`config.mk`:
```
export PLATFORM = sky130hd
export DESIGN_NAME = maj_triplet_sampler
export DESIGN_NICKNAME = d
export VERILOG_FILES = /design/src/rtl/maj_triplet_sampler.sv
export SDC_FILE = /design/constraint.sdc
export NUM_CORES = 1
export LEC_CHECK = 0
export CAP_MARGIN = 25
export CORE_ASPECT_RATIO = 1.4
export CORE_MARGIN = 2
export CORE_UTILIZATION = 52
export DETAILED_ROUTE_END_ITERATION = 16
export GPL_ROUTABILITY_DRIVEN = 0
export HOLD_SLACK_MARGIN = 0.08
export PLACE_DENSITY = 0.88
export SLEW_MARGIN = 25
export SYNTH_ARGS = -nofsm -noshare
export SYNTH_HDL_FRONTEND = slang
export SYNTH_SLANG_ARGS = --single-unit
```
`constraint.sdc`:
```
create_clock -name clk -period 1.8 [get_ports clk]
set_input_delay 0.36 -clock clk [delete_from_list [all_inputs] [get_ports clk]]
set_output_delay 0.36 -clock clk [all_outputs]
set_load 0.005 [all_outputs]
```
`src/rtl/maj_triplet_sampler.sv`:
```
// Serial front end: finds frame starts and captures three samples around mid-bit per data/stop bit.
// Latency: rx_in to rx_s is 2 cycles; a triplet is presented at cnt==M+2 of its bit.
// Backpressure: none; enable low aborts the current frame and blocks new ones.
module maj_triplet_sampler #(
    parameter int CLKS_PER_BIT = 16,
    parameter int DATA_BITS    = 8
) (
    input  logic       clk,
    input  logic       rst,
    input  logic       rx_in,
    input  logic       enable,
    output logic       x,
    output logic       y,
    output logic       z,
    output logic       trip_valid,
    output logic [3:0] bit_idx,
    output logic       frame_done,
    output logic       busy
);

    localparam int CW = $clog2(CLKS_PER_BIT);

    localparam logic [CW-1:0] CNT_MID  = CW'(CLKS_PER_BIT / 2);
    localparam logic [CW-1:0] CNT_MIDM = CW'(CLKS_PER_BIT / 2 - 1);
    localparam logic [CW-1:0] CNT_MIDP = CW'(CLKS_PER_BIT / 2 + 1);
    localparam logic [CW-1:0] CNT_LAST = CW'(CLKS_PER_BIT - 1);
    localparam logic [CW-1:0] CNT_ONE  = CW'(1);

    localparam logic [3:0] IDX_LAST_DATA = 4'(DATA_BITS - 1);
    localparam logic [3:0] IDX_STOP      = 4'(DATA_BITS);

    localparam logic [1:0] ST_IDLE  = 2'd0;
    localparam logic [1:0] ST_START = 2'd1;
    localparam logic [1:0] ST_DATA  = 2'd2;
    localparam logic [1:0] ST_STOP  = 2'd3;

    logic [1:0]    state;
    logic [CW-1:0] cnt;
    logic          rx_m;
    logic          rx_s;

    assign busy = (state != ST_IDLE);

    always_ff @(posedge clk) begin
        if (rst) begin
            state      <= ST_IDLE;
            cnt        <= '0;
            rx_m       <= 1'b1;
            rx_s       <= 1'b1;
            x          <= 1'b1;
            y          <= 1'b1;
            z          <= 1'b1;
            bit_idx    <= 4'd0;
            trip_valid <= 1'b0;
            frame_done <= 1'b0;
        end else begin
            rx_m       <= rx_in;
            rx_s       <= rx_m;
            trip_valid <= 1'b0;
            frame_done <= 1'b0;

            case (state)
                ST_IDLE: begin
                    cnt <= '0;
                    if (enable && !rx_s) begin
                        state <= ST_START;
                    end
                end

                ST_START: begin
                    if (!enable) begin
                        state <= ST_IDLE;
                    end else if (cnt == CNT_MID && rx_s) begin
                        // line went back high before mid-bit: treat as noise
                        state <= ST_IDLE;
                    end else if (cnt == CNT_LAST) begin
                        state   <= ST_DATA;
                        cnt     <= '0;
                        bit_idx <= 4'd0;
                    end else begin
                        cnt <= cnt + CNT_ONE;
                    end
                end

                ST_DATA: begin
                    if (!enable) begin
                        state <= ST_IDLE;
                    end else begin
                        if (cnt == CNT_MIDM) x <= rx_s;
                        if (cnt == CNT_MID)  y <= rx_s;
                        if (cnt == CNT_MIDP) begin
                            z          <= rx_s;
                            trip_valid <= 1'b1;
                        end
                        if (cnt == CNT_LAST) begin
                            cnt <= '0;
                            if (bit_idx == IDX_LAST_DATA) begin
                                state   <= ST_STOP;
                                bit_idx <= IDX_STOP;
                            end else begin
                                bit_idx <= bit_idx + 4'd1;
                            end
                        end else begin
                            cnt <= cnt + CNT_ONE;
                        end
                    end
                end

                ST_STOP: begin
                    if (!enable) begin
                        state <= ST_IDLE;
                    end else begin
                        if (cnt == CNT_MIDM) x <= rx_s;
                        if (cnt == CNT_MID)  y <= rx_s;
                        // stop bit is cut short so a back-to-back start edge is not missed
                        if (cnt == CNT_MIDP) begin
                            z          <= rx_s;
                            trip_valid <= 1'b1;
                            frame_done <= 1'b1;
                            state      <= ST_IDLE;
                        end
                        cnt <= cnt + CNT_ONE;
                    end
                end

                default: begin
                    state <= ST_IDLE;
                end
            endcase
        end
    end

endmodule

```
After elaboration in Yosys (flattened, before gate mapping):

Index checks and enable logic that the tools add are counted.

* input port bits: 4
* flip-flop bits (word level): 17

* multiplexer cells: 25
* reduce and logical (&&, ||, !) cells: 15
* bitwise operators: 2
* equality and inequality tests: 19
* add/subtract/negate cells: 2

Operators with widths (number)
* $mux 4: 11
* $mux 2: 9
* $pmux 4 s4: 1
* $ne 2x2->1 const B: 7
* $eq 4x4->1 const B: 3
* $ne 3x3->1 const B: 3
* $reduce_and 3->1: 3
* $add 4x1->4 const B: 2
* $eq 4x3->1 const B: 2
* $pmux 2 s4: 1
* $pmux 4 s2: 1
* $reduce_and 6->1: 1
* $reduce_or 2->1: 3
* $reduce_and 5->1: 1
* $eq 2x2->1 const B: 2
* $ne 4x4->1 const B: 1
* $reduce_and 4->1: 1
* $reduce_bool 2->1: 2
* $eq 2x1->1 const B: 1
* $logic_and 1x1->1: 2
* $logic_not 2->1: 1
* $mux 1: 2
* $not 1->1: 2
* $logic_not 1->1: 1

Logic depth before layout (Yosys ltp):

Gate-level depths: netlist of the first run.

* word-level depth: 5
* depth in mapped cells: 6
* gate-level depth less buffers: 6

Worst setup path before layout of the first run:

Ideal clock, no wire load.

* path kind: register to register
* from: register state[0]
* to: register cnt[1]
* setup slack: 0.185 ns
* setup time: 0.070 ns
* path buffers: 0
* clock period less this slack: 1.615 ns
* stages on the path, launching flop included: 7
* arrival: 1.545 ns
* path through: dfxtp_1 inv_1 ha_1 nor3_2 o32ai_4 or3_1 a21oi_1

* word-level cells in the longest chain between the ends: 3

Ends and longest elaborated chain
* start: declaration: line 37 `logic [1:0] state;`
* start signal: assignment: line 46 `state <= ST_IDLE;`
* start signal: assignment: line 66 `state <= ST_START;`
* start signal: assignment: line 72 `state <= ST_IDLE;`
* $eq 2x2->1 / $eq 2x1->1 (equally long branches): line 62 `case (state)`
* $ne 2x2->1 (no source line)
* $reduce_and 4->1 (no source line)
* end signal: assignment: line 81 `cnt <= cnt + CNT_ONE;`
* end signal: assignment: line 104 `cnt <= cnt + CNT_ONE;`
* end signal: assignment: line 122 `cnt <= cnt + CNT_ONE;`
* end: declaration: line 38 `logic [CW-1:0] cnt;`

Several ways; a longest one is shown, not always the timed one.
A chain may end at the register's enable or synchronous reset.

Worst setup path in the final report of the first run:

* from: register bit_idx[1]
* to: register state[0]

* word-level cells in the longest chain between the ends: 3

Ends and longest elaborated chain
* start: declaration: line 16 `output logic [3:0] bit_idx,`
* start signal: assignment: line 101 `bit_idx <= bit_idx + 4'd1;`
* $eq 4x3->1: line 97 `if (bit_idx == IDX_LAST_DATA) begin`
* $ne 3x3->1 (no source line)
* $reduce_and 5->1 (no source line)
* end signal: assignment: line 98 `state <= ST_STOP;`
* end signal: assignment: line 111 `state <= ST_IDLE;`
* end signal: assignment: line 120 `state <= ST_IDLE;`

Every way passes these cells.

==> results of run 1 <==
metrics by stage:
| stage | instance area, µm² | power (W) | instances |
|---|---|---|---|
| finish | 1220 | 0.000817 | 154 |
| global route | 1220 | 0.000864 | 154 |
| CTS | 1220 | 0.000819 | 154 |
| detailed placement | 1180 | 0.000606 | 148 |
| global placement | 1180 | 0.000596 | 148 |
| floorplan | 985 | 0.000540 | 111 |
kinds of logic after synthesis:
kind of cell	after synthesis	synth area share [%]
mux	2	2.16
simple gates	41	24.0
buf+inv	13	5.84
flops	17	34.6
fa+ha+maj	9	11.4
compound gates	29	22.0
worst max path at each step:
stage               endpoint  slack (ns)  cells past startpoint
detailed placement  state[0]       -0.07                      4
CTS                 state[0]        0.07                      5
finish              state[0]        0.08                      5
global placement    state[0]       -0.01                      4
global route          cnt[1]        0.01                      6
floorplan             cnt[1]        0.18                      6
cell type report:
type | instances | area (µm²) | share of cell area, %
inverters | 9 | 33.8 | 2.77
well taps | 20 | 25.0 | 2.05
clock inverters | 1 | 5.00 | 0.410
flip-flops and latches | 17 | 344 | 28.2
multi-input cells | 81 | 587 | 48.1
clock buffers | 3 | 22.5 | 1.84
repair buffers | 23 | 204 | 16.7
what timing repair did:
action,in CTS,in global routing
setup buffers,2,0
resized for setup,4,2
pin swaps,0,1
endpoints found under the setup margin,1,5
Yosys cell counts, drive strengths merged:
| cell type | instances |
|---|---|
| dfxtp | 17 |
| nand2 | 10 |
| ha | 9 |
| inv | 9 |
| a21oi | 8 |
| o21ai | 7 |
| nor2 | 6 |
| nand3b | 4 |
| o21bai | 4 |
| and3 | 3 |
| nor3b | 3 |
| o311ai | 3 |
| or3 | 3 |
| a21o | 2 |
| a32o | 2 |
| buf | 2 |
| clkbuf | 2 |
| nand4 | 2 |
| nor3 | 2 |
| or2 | 2 |
| a221oi | 1 |
| a22oi | 1 |
| and2 | 1 |
| and3b | 1 |
| and4b | 1 |
| mux2 | 1 |
| mux2i | 1 |
| nand2b | 1 |
| nand3 | 1 |
| nor2b | 1 |
| o32ai | 1 |
where the power goes:
group          internal [W]  switching, W
Clock             0.0000830      0.000121
Combinational      0.000102      0.000112
Sequential         0.000389    0.00000924
Total              0.000574      0.000243
worst reg2reg max path: stages, from the launching register on:
cell and delay [ns]:
dfxtp_1 0.41, ha_1 0.24, and3b_1 0.21, o21ai_1 0.08, a221oi_2 0.31, mux2_1 0.35
layer usage:
metal  global-route usage [%]  part of all wire (%)  vias up
met4                     10.5                   3.0        0
li1                         -                     -      444
met3                     2.81                   4.0        9
met1                     23.8                    40      455
met2                     36.5                    53       26
met5                        0                     0        -
sequential cells by signal (all words and copies together), names as in the netlist:
| register | count |
|---|---|
| x | 1 |
| cnt | 4 |
| frame_done | 1 |
| rx_s | 1 |
| bit_idx | 4 |
| y | 1 |
| z | 1 |
| trip_valid | 1 |
| rx_m | 1 |
| state | 2 |
==> metrics.md, run 1 <==
| Metric | Value |
|---|---|
| Core box area | 0.00178 mm² |
| Worst r2r src | bit_idx[1] |
| Share of cells above drive strength 1 | 17.2% |
| Die Height | 55.5 µm |
| Pins Over Slew Limit | 0 |
| Starting Density | 55.3% |
| DP Worst Slack | -0.0702 ns |
| Via count | 934 |
| Post-synth cell types | 36 |
| Die ar. | 0.00226 mm² |
| Crit-path slowest cell | dfxtp_1 |
| Total global routing overflow | 0 |
| Iteration-0 DRC count of the detailed router | 22 |
| DRT Pass-1 Iters | 4 |
| Relative slew slack | 71.8% |
| Clock transition at path regs | 0.09 ns |
| #FFs+latches synth | 17 |
| Critical path origin | bit_idx[1] |
| Commonest non-fill, non-tap cell in the layout | dfxtp_1 |
| Min Tclk post-route | 1.72 ns |
| MaxCap Viol Count | 0 |
| CTS Sinks | 17 |
| Site row count | 18 |
| Warnings from Yosys | 0 |
| Worst-Skew Late Latency | 0.30 ns |
| Vias per inst | 6.06 |
| DR DRC count | 0 |
| Final Core Density | 68.6% |
| Part of the Yosys area used for sequential elements | 34.6% |
| Post-synth top area share | 34.6% |
| Critical path startpoint category | flop |
| Fin Setup TNS | 0 ns |
| Top Family by Delay on Critical Path | flip-flops |
| Lkg Pwr | 0.504 nW |
| Worst R2R Path Depth | 5 |
| # hold bufs at CTS | 0 |
| TritonCTS clock tree | built |
| Cell Chain, Critical Path | ha_1 > and3b_1 > o21ai_1 > a221oi_2 > mux2_1 |
| Most frequent cells in the layout | dfxtp_1, clkdlybuf4s50_1, buf_4 |
| ANT cells | 0 |
| Final period util | 95.5% |
| Htree depth | 1 |
| # fillers | 148 |
| Worst Hold Slack | 0.413 ns |
| Routed wire per std cell | 14.3 µm |
| RSZ-0062 raised after global routing | false |
| Slew of the pin with the lowest slew margin | 0.421 ns |
| Largest net degree at the start of global routing | 11 |
| Min-delay src | rx_m |
| Layout area overhead | 24.0% |
| Final ANT Viol Nets | 0 |
| Syn Std Cell Area | 985 µm² |
| PortBufs | 13 |
| R2r setup slk | 0.08 ns |
| Min-Delay Path Class | reg -> reg |
| Top post-synthesis cells by area | dfxtp_1, ha_1, a21oi_1, inv_1, nand2_1 |
| Avg Cell Area, Syn | 8.87 µm² |
| Synth Instances | 111 |
| Post-synthesis net count | 124 |
| CTS buffer count | 3 |
| Crit Path Class | reg -> reg |
| Initial antenna violation count | 0 |
| Pwr Density | 669 mW/mm² |
| # IOs | 14 |
| Crit path DAT | 1.91 ns |
| Final wirelength | 2.20 mm |
| Die span in x | 40.8 µm |
| Synth area leader | dfxtp_1 |
| CP endpoint kind | flop |
| HPWL after DPL | 1.68 mm |
| Final setup fails | 0 |
| Reg-to-Reg End | state[0] |
| Final hold violation count | 0 |
| WP buf/inv | 0 |
| Clk buf depth | 2 |
| Worst path required time | 1.99 ns |
| CP peak stage delay | 0.41 ns |
| Final Skew | 0.00158 ns |
| Vias in the first global route | 856 |
| Status | finished clean |
| Peak Freq | 581 MHz |
| Root buf cell | clkbuf_4 |
| All-Layer GR Usage | 21.4% |
| Crit path setup slack, layout | 0.0801 ns |
| Worst VDD drop | 0.607 mV |
| Worst hold stages | 1 |
| Largest fanout on the critical path | 5 |
| First-pass GRT wire length | 3.40 mm |
| Hold EP | rx_s |
| NumNets Final | 148 |
Note: power is estimated with default switching activity, not from simulation.
==> run 2, diff against run 1 <==
Settings changed: GPL_ROUTABILITY_DRIVEN 0 to 1, HOLD_SLACK_MARGIN 0.08 to 0.05.
Clock period 1.8 ns to 1.9 ns, I/O delays scaled along.
==> run 2 against run 1 <==
Effect of this change: die area is the same; count of clock-buffer cells in the layout unchanged; first-iteration DRC count increased by 23%; worst setup slack improved by 0.033 ns; sequential power shrank 5.5%; largest cell class unchanged.
==> metrics.md, run 2 (synthesis gave the netlist of run 1 again) <==
| Metric | Value |
|---|---|
| Crit Path Class | reg -> reg |
| Final Skew | 0.00761 ns |
| Worst path required time | 2.09 ns |
| DP Worst Slack | -0.0319 ns |
| WP buf/inv | 0 |
| Footprint of the multi-input gates | 587 µm² |
| Final setup fails | 0 |
| Sequential cell area | 343 µm² |
| Die ar. | 0.00226 mm² |
| Commonest non-fill, non-tap cell in the layout | dfxtp_1 |
| Min Tclk post-route | 1.79 ns |
| Total global routing overflow | 0 |
| Pins Over Slew Limit | 0 |
| Core box area | 0.00178 mm² |
| Crit path DAT | 1.98 ns |
| R2r setup slk | 0.11 ns |
| HPWL after DPL | 1.58 mm |
| Sw frac | 30.0% |
| Clk buf depth | 2 |
| P_int | 0.000537 W |
| Worst-Skew Late Latency | 0.29 ns |
| ANT cells | 0 |
| Vias per inst | 5.95 |
| Critical path startpoint category | flop |
| Status | finished clean |
| Final hold violation count | 0 |
| Most frequent cells in the layout | dfxtp_1, clkdlybuf4s50_1, inv_1, nand2_1, ha_1 |
| First-pass GRT wire length | 3.28 mm |
| Setup crit end | state[0] |
| DR DRC count | 0 |
| DP Area | 0.00115 mm² |
| Final instance area | 0.00119 mm² |
| Iteration-0 DRC count of the detailed router | 27 |
| Cell Chain, Critical Path | ha_1 > and3_1 > o21ai_1 > a221oi_2 > mux2_1 |
| Die Height | 55.5 µm |
| Critical path depth in cells | 5 |
| Final RePlAce weighted congestion | 0.790 |
| Worst Hold Slack | 0.413 ns |
| Critical path origin | cnt[0] |
| Worst VDD drop | 0.455 mV |
| Pwr Density | 642 mW/mm² |
| Crit path setup slack, layout | 0.113 ns |
| Clock transition at path regs | 0.10 ns |
| DRT Pass-1 Iters | 4 |
| Biggest registers after layout | bit_idx: 4 flops, cnt: 4 flops, state: 2 flops |
| Crit-path slowest cell | dfxtp_1 |
| Root buf cell | clkbuf_4 |
| TritonCTS clock tree | built |
| Final period util | 94.1% |
| PortBufs | 13 |
| Relative slew slack | 56.1% |
| Largest fanout on the critical path | 6 |
| CP endpoint kind | flop |
| Layout area overhead | 21.2% |
| Lkg Pwr | 0.495 nW |
| Worst r2r src | cnt[0] |
| Initial antenna violation count | 0 |
| Vias in the first global route | 775 |
| CTS buffer count | 3 |
| Die span in x | 40.8 µm |
| Worst R2R Path Depth | 5 |
| # IOs | 14 |
| Top Family by Delay on Critical Path | flip-flops |
| MaxCap Viol Count | 0 |
| Share of cells above drive strength 1 | 13.1% |
| Final ANT Viol Nets | 0 |
| NumNets Final | 144 |
| Site row count | 18 |
| Largest net degree at the start of global routing | 11 |
| RSZ-0062 raised after global routing | false |
| Slew of the pin with the lowest slew margin | 0.652 ns |
| Reg-to-Reg End | state[0] |
| Final Core Density | 67.1% |
| Min-Delay Path Class | reg -> reg |
| Starting Density | 55.3% |
| Htree depth | 1 |
| CP peak stage delay | 0.42 ns |
| Sequential share of power | 49.0% |
| CTS Sinks | 17 |
| Switching power | 0.000230 W |
| # fillers | 143 |
| Fin Setup TNS | 0 ns |
| Final wirelength | 2.13 mm |
| Routed wire per std cell | 14.2 µm |
| Comb pwr share | 25.5% |
| Clk pwr share | 25.5% |
| Via count | 892 |
| Peak Freq | 559 MHz |
| Min-delay src | rx_m |
| All-Layer GR Usage | 20.4% |
-- run 2: changes by cell type in the layout (fill, tap and decap cells not counted) --
cell / before / now
buf_4: 10 / 6
dfxtp_1: 14 / 15
dfxtp_2: 3 / 2
dlygate4sd2_1: 1 / 0
dlymetal6s2s_1: 0 / 1
inv_1: 8 / 9
inv_2: 1 / 0
o21ai_0: 4 / 5
o21ai_1: 3 / 2
-- run 2: area by class of cell --
| class | count | share of cell area, % |
|---|---|---|
| Multi-Input combinational cell | 81 | 49.2 |
| Sequential cell | 17 | 28.7 |
| Timing Repair Buffer | 19 | 14.9 |
| Inverter | 9 | 2.83 |
| Tap cell | 20 | 2.10 |
| Clock buffer | 3 | 1.89 |
| Clock inverter | 1 | 0.419 |
-- run 2: metal layers --
metal  global-route usage [%]  up-vias  wire length [µm]
li1                         -      433                 -
met1                     22.3      430               900
met2                     36.7       26              1150
met3                     2.41        3                65
met4                     7.14        0                19
met5                        0        -                 0
-- run 2: worst register-to-register path: cells and delay by family, from the launching register on --
kind / cells / cell delay, ns
AOI/OAI and AO/OA: 2 / 0.41
adders and majority gates: 1 / 0.27
DFF: 1 / 0.42
muxes: 1 / 0.35
and+or+nand+nor: 1 / 0.24
-- run 2: worst min-delay path by stage --
stage,end,slack (ns),cells after the start
2_1_floorplan,rx_s,0.38,1
3_3_place_gp,rx_s,0.39,1
3_5_place_dp,rx_s,0.39,1
4_1_cts,rx_s,0.42,1
5_1_grt,rx_s,0.43,1
6_report,rx_s,0.41,1
-- run 2: power by group through the flow --
stage	logic, W	registers [W]	clock network, W
after global placement	0.000170	0.000384	0
after CTS	0.000194	0.000375	0.000200
final	0.000195	0.000376	0.000196
after detailed placement	0.000179	0.000385	0
after global routing	0.000210	0.000376	0.000213
after floorplan	0.000130	0.000382	0
-- run 2: per-stage QoR --
stage	power, W	cells
6_report	0.000767	150
3_5_place_dp	0.000564	144
3_3_place_gp	0.000554	144
4_1_cts	0.000769	149
2_1_floorplan	0.000512	111
5_1_grt	0.000800	150
-- run 2: what timing repair did --
item                                    4_1_cts  5_1_grt
buffers inserted                              1        1
resized for setup                             2        1
hold buffers                                  0        0
endpoints found under the setup margin        1        1
==> run 3, diff against run 2 <==
Settings changed: ABC_CLOCK_PERIOD_IN_PS set to 1900, CORE_UTILIZATION 52 to 50, PLACE_DENSITY 0.88 to 0.85.
==> run 3 against run 2 <==
Effect of this change: utilization decreased by 4.1 points; worst hold slack got worse by 0.0021 ns; cell count increased by 0.67%.
==> metrics.md, run 3 (synthesis gave the netlist of run 1 again) <==
| Metric | Value |
|---|---|
| Status | finished clean |
| DRT Pass-1 Iters | 4 |
| Critical path startpoint category | flop |
| Final wirelength | 2.23 mm |
| Final Skew | 0.00181 ns |
| R2r setup slk | 0.11 ns |
| Worst R2R Path Depth | 5 |
| Final RePlAce weighted congestion | 0.876 |
| Cell Chain, Critical Path | ha_2 > and3_1 > o21ai_1 > a221oi_2 > mux2_1 |
| Peak Freq | 560 MHz |
| All-Layer GR Usage | 20.6% |
| Site row count | 19 |
| Layout area overhead | 21.6% |
| Commonest non-fill, non-tap cell in the layout | dfxtp_1 |
| Die span in x | 41.5 µm |
| Share of cells above drive strength 1 | 13.8% |
| Pwr Density | 653 mW/mm² |
| Crit path DAT | 1.98 ns |
| Lkg Pwr | 0.491 nW |
| Setup crit end | state[0] |
| Final period util | 94.0% |
| DP Area | 0.00115 mm² |
| Core box area | 0.00190 mm² |
| Sequential share of power | 47.9% |
| Initial antenna violation count | 0 |
| Crit-path slowest cell | dfxtp_1 |
| Total chip power | 0.000782 W |
| Biggest registers after layout | bit_idx: 4 flops, cnt: 4 flops, state: 2 flops |
| Min Tclk post-route | 1.79 ns |
| Vias per inst | 5.82 |
| Total global routing overflow | 0 |
| Iteration-0 DRC count of the detailed router | 11 |
| Root buf cell | clkbuf_4 |
| Final setup fails | 0 |
| Largest fanout on the critical path | 6 |
| WP buf/inv | 0 |
| Critical path origin | cnt[0] |
| Relative slew slack | 71.4% |
| Worst VDD drop | 0.498 mV |
| Crit Path Class | reg -> reg |
| Worst path required time | 2.09 ns |
| Die ar. | 0.00235 mm² |
| ANT cells | 0 |
| Htree depth | 1 |
| Final instance area | 0.00120 mm² |
| PortBufs | 13 |
| First-pass GRT wire length | 3.73 mm |
| Sw frac | 30.2% |
| Clk pwr share | 25.4% |
| NumNets Final | 144 |
| Critical path depth in cells | 5 |
| Reg-to-Reg End | state[0] |
| Clock transition at path regs | 0.10 ns |
| Largest net degree at the start of global routing | 11 |
| Worst r2r src | cnt[0] |
| Min-delay src | rx_m |
| # IOs | 14 |
| MaxCap Viol Count | 0 |
| Final ANT Viol Nets | 0 |
| # fillers | 179 |
| Most frequent cells in the layout | dfxtp_1, clkdlybuf4s50_1, inv_1, nand2_1 |
| Fin cells | 151 |
| Starting Density | 51.8% |
| CP peak stage delay | 0.43 ns |
| Slew of the pin with the lowest slew margin | 0.426 ns |
| DR DRC count | 0 |
| CTS buffer count | 3 |
| Top Family by Delay on Critical Path | flip-flops |
| Worst-Skew Late Latency | 0.30 ns |
| TritonCTS clock tree | built |
| Fin Setup TNS | 0 ns |
| Final hold violation count | 0 |
| CP endpoint kind | flop |
| Vias in the first global route | 910 |
| Comb pwr share | 26.8% |
| Pins Over Slew Limit | 0 |
| Min-Delay Path Class | reg -> reg |
| Placed cell count | 146 |
| HPWL after DPL | 1.74 mm |
| P_int | 0.000546 W |
| Clk buf depth | 2 |
| Switching power | 0.000236 W |
| Via count | 879 |
| RSZ-0062 raised after global routing | false |
| CTS Sinks | 17 |
| Routed wire per std cell | 14.8 µm |
| Die Height | 56.5 µm |
[run 3: cell count changes in the layout (fill, tap and decap cells not counted)]
| cell | before | now |
|---|---|---|
| ha_1 | 9 | 8 |
| ha_2 | 0 | 1 |
| o21ai_0 | 5 | 4 |
| o21ai_1 | 2 | 3 |
[run 3: worst register-to-register path, cell delays in order, from the launching register on]
cell and delay, ns:
dfxtp_1 0.43, ha_2 0.25, and3_1 0.22, o21ai_1 0.09, a221oi_2 0.32, mux2_1 0.36
[run 3: what timing repair did]
action / CTS / global route
hold buffers: 0 / 0
resized for setup: 2 / 3
cloned: 0 / 0
setup buffers: 1 / 0
pin swaps: 0 / 0
setup endpoints to repair: 1 / 5
[run 3: metrics by stage]
| step | utilization, % | worst slack [ns] | hold slack, ns |
|---|---|---|---|
| floorplan | - | 0.285 | 0.383 |
| global placement | 60.7 | 0.0157 | 0.387 |
| detailed placement | 60.7 | -0.0877 | 0.390 |
| CTS | 62.7 | 0.0132 | 0.414 |
| global route | 63.0 | 0.0212 | 0.452 |
| finish | 63.0 | 0.115 | 0.411 |
[run 3: layout make-up]
type	count	area [µm²]	area share, %
clock inverter	1	5.00	0.418
tap	21	26.3	2.19
timing repair buffer	19	178	14.8
multi-input combinational	81	589	49.2
inverter	9	33.8	2.82
clock buffer	3	22.5	1.88
sequential	17	343	28.6
[run 3: layer usage]
metal,track usage (%),routed length [µm]
met1,20.2,863
met2,37.3,1180
met3,4.18,90
met4,14.3,95
met5,0,0
[run 3: worst min path at each step]
| stage | cells past startpoint | slack [ns] | endpoint |
|---|---|---|---|
| after floorplan | 1 | 0.38 | rx_s |
| after global placement | 1 | 0.39 | rx_s |
| after detailed placement | 1 | 0.39 | rx_s |
| after CTS | 1 | 0.41 | rx_s |
| after global routing | 1 | 0.45 | rx_s |
| final | 1 | 0.41 | rx_s |
[run 3: power groups by stage]
| stage | sequential (W) | clock (W) | combinational [W] |
|---|---|---|---|
| after global routing | 0.000376 | 0.000211 | 0.000230 |
| after floorplan | 0.000382 | 0 | 0.000130 |
| after detailed placement | 0.000384 | 0 | 0.000198 |
| after CTS | 0.000374 | 0.000200 | 0.000213 |
| after global placement | 0.000383 | 0 | 0.000184 |
| final | 0.000374 | 0.000198 | 0.000209 |
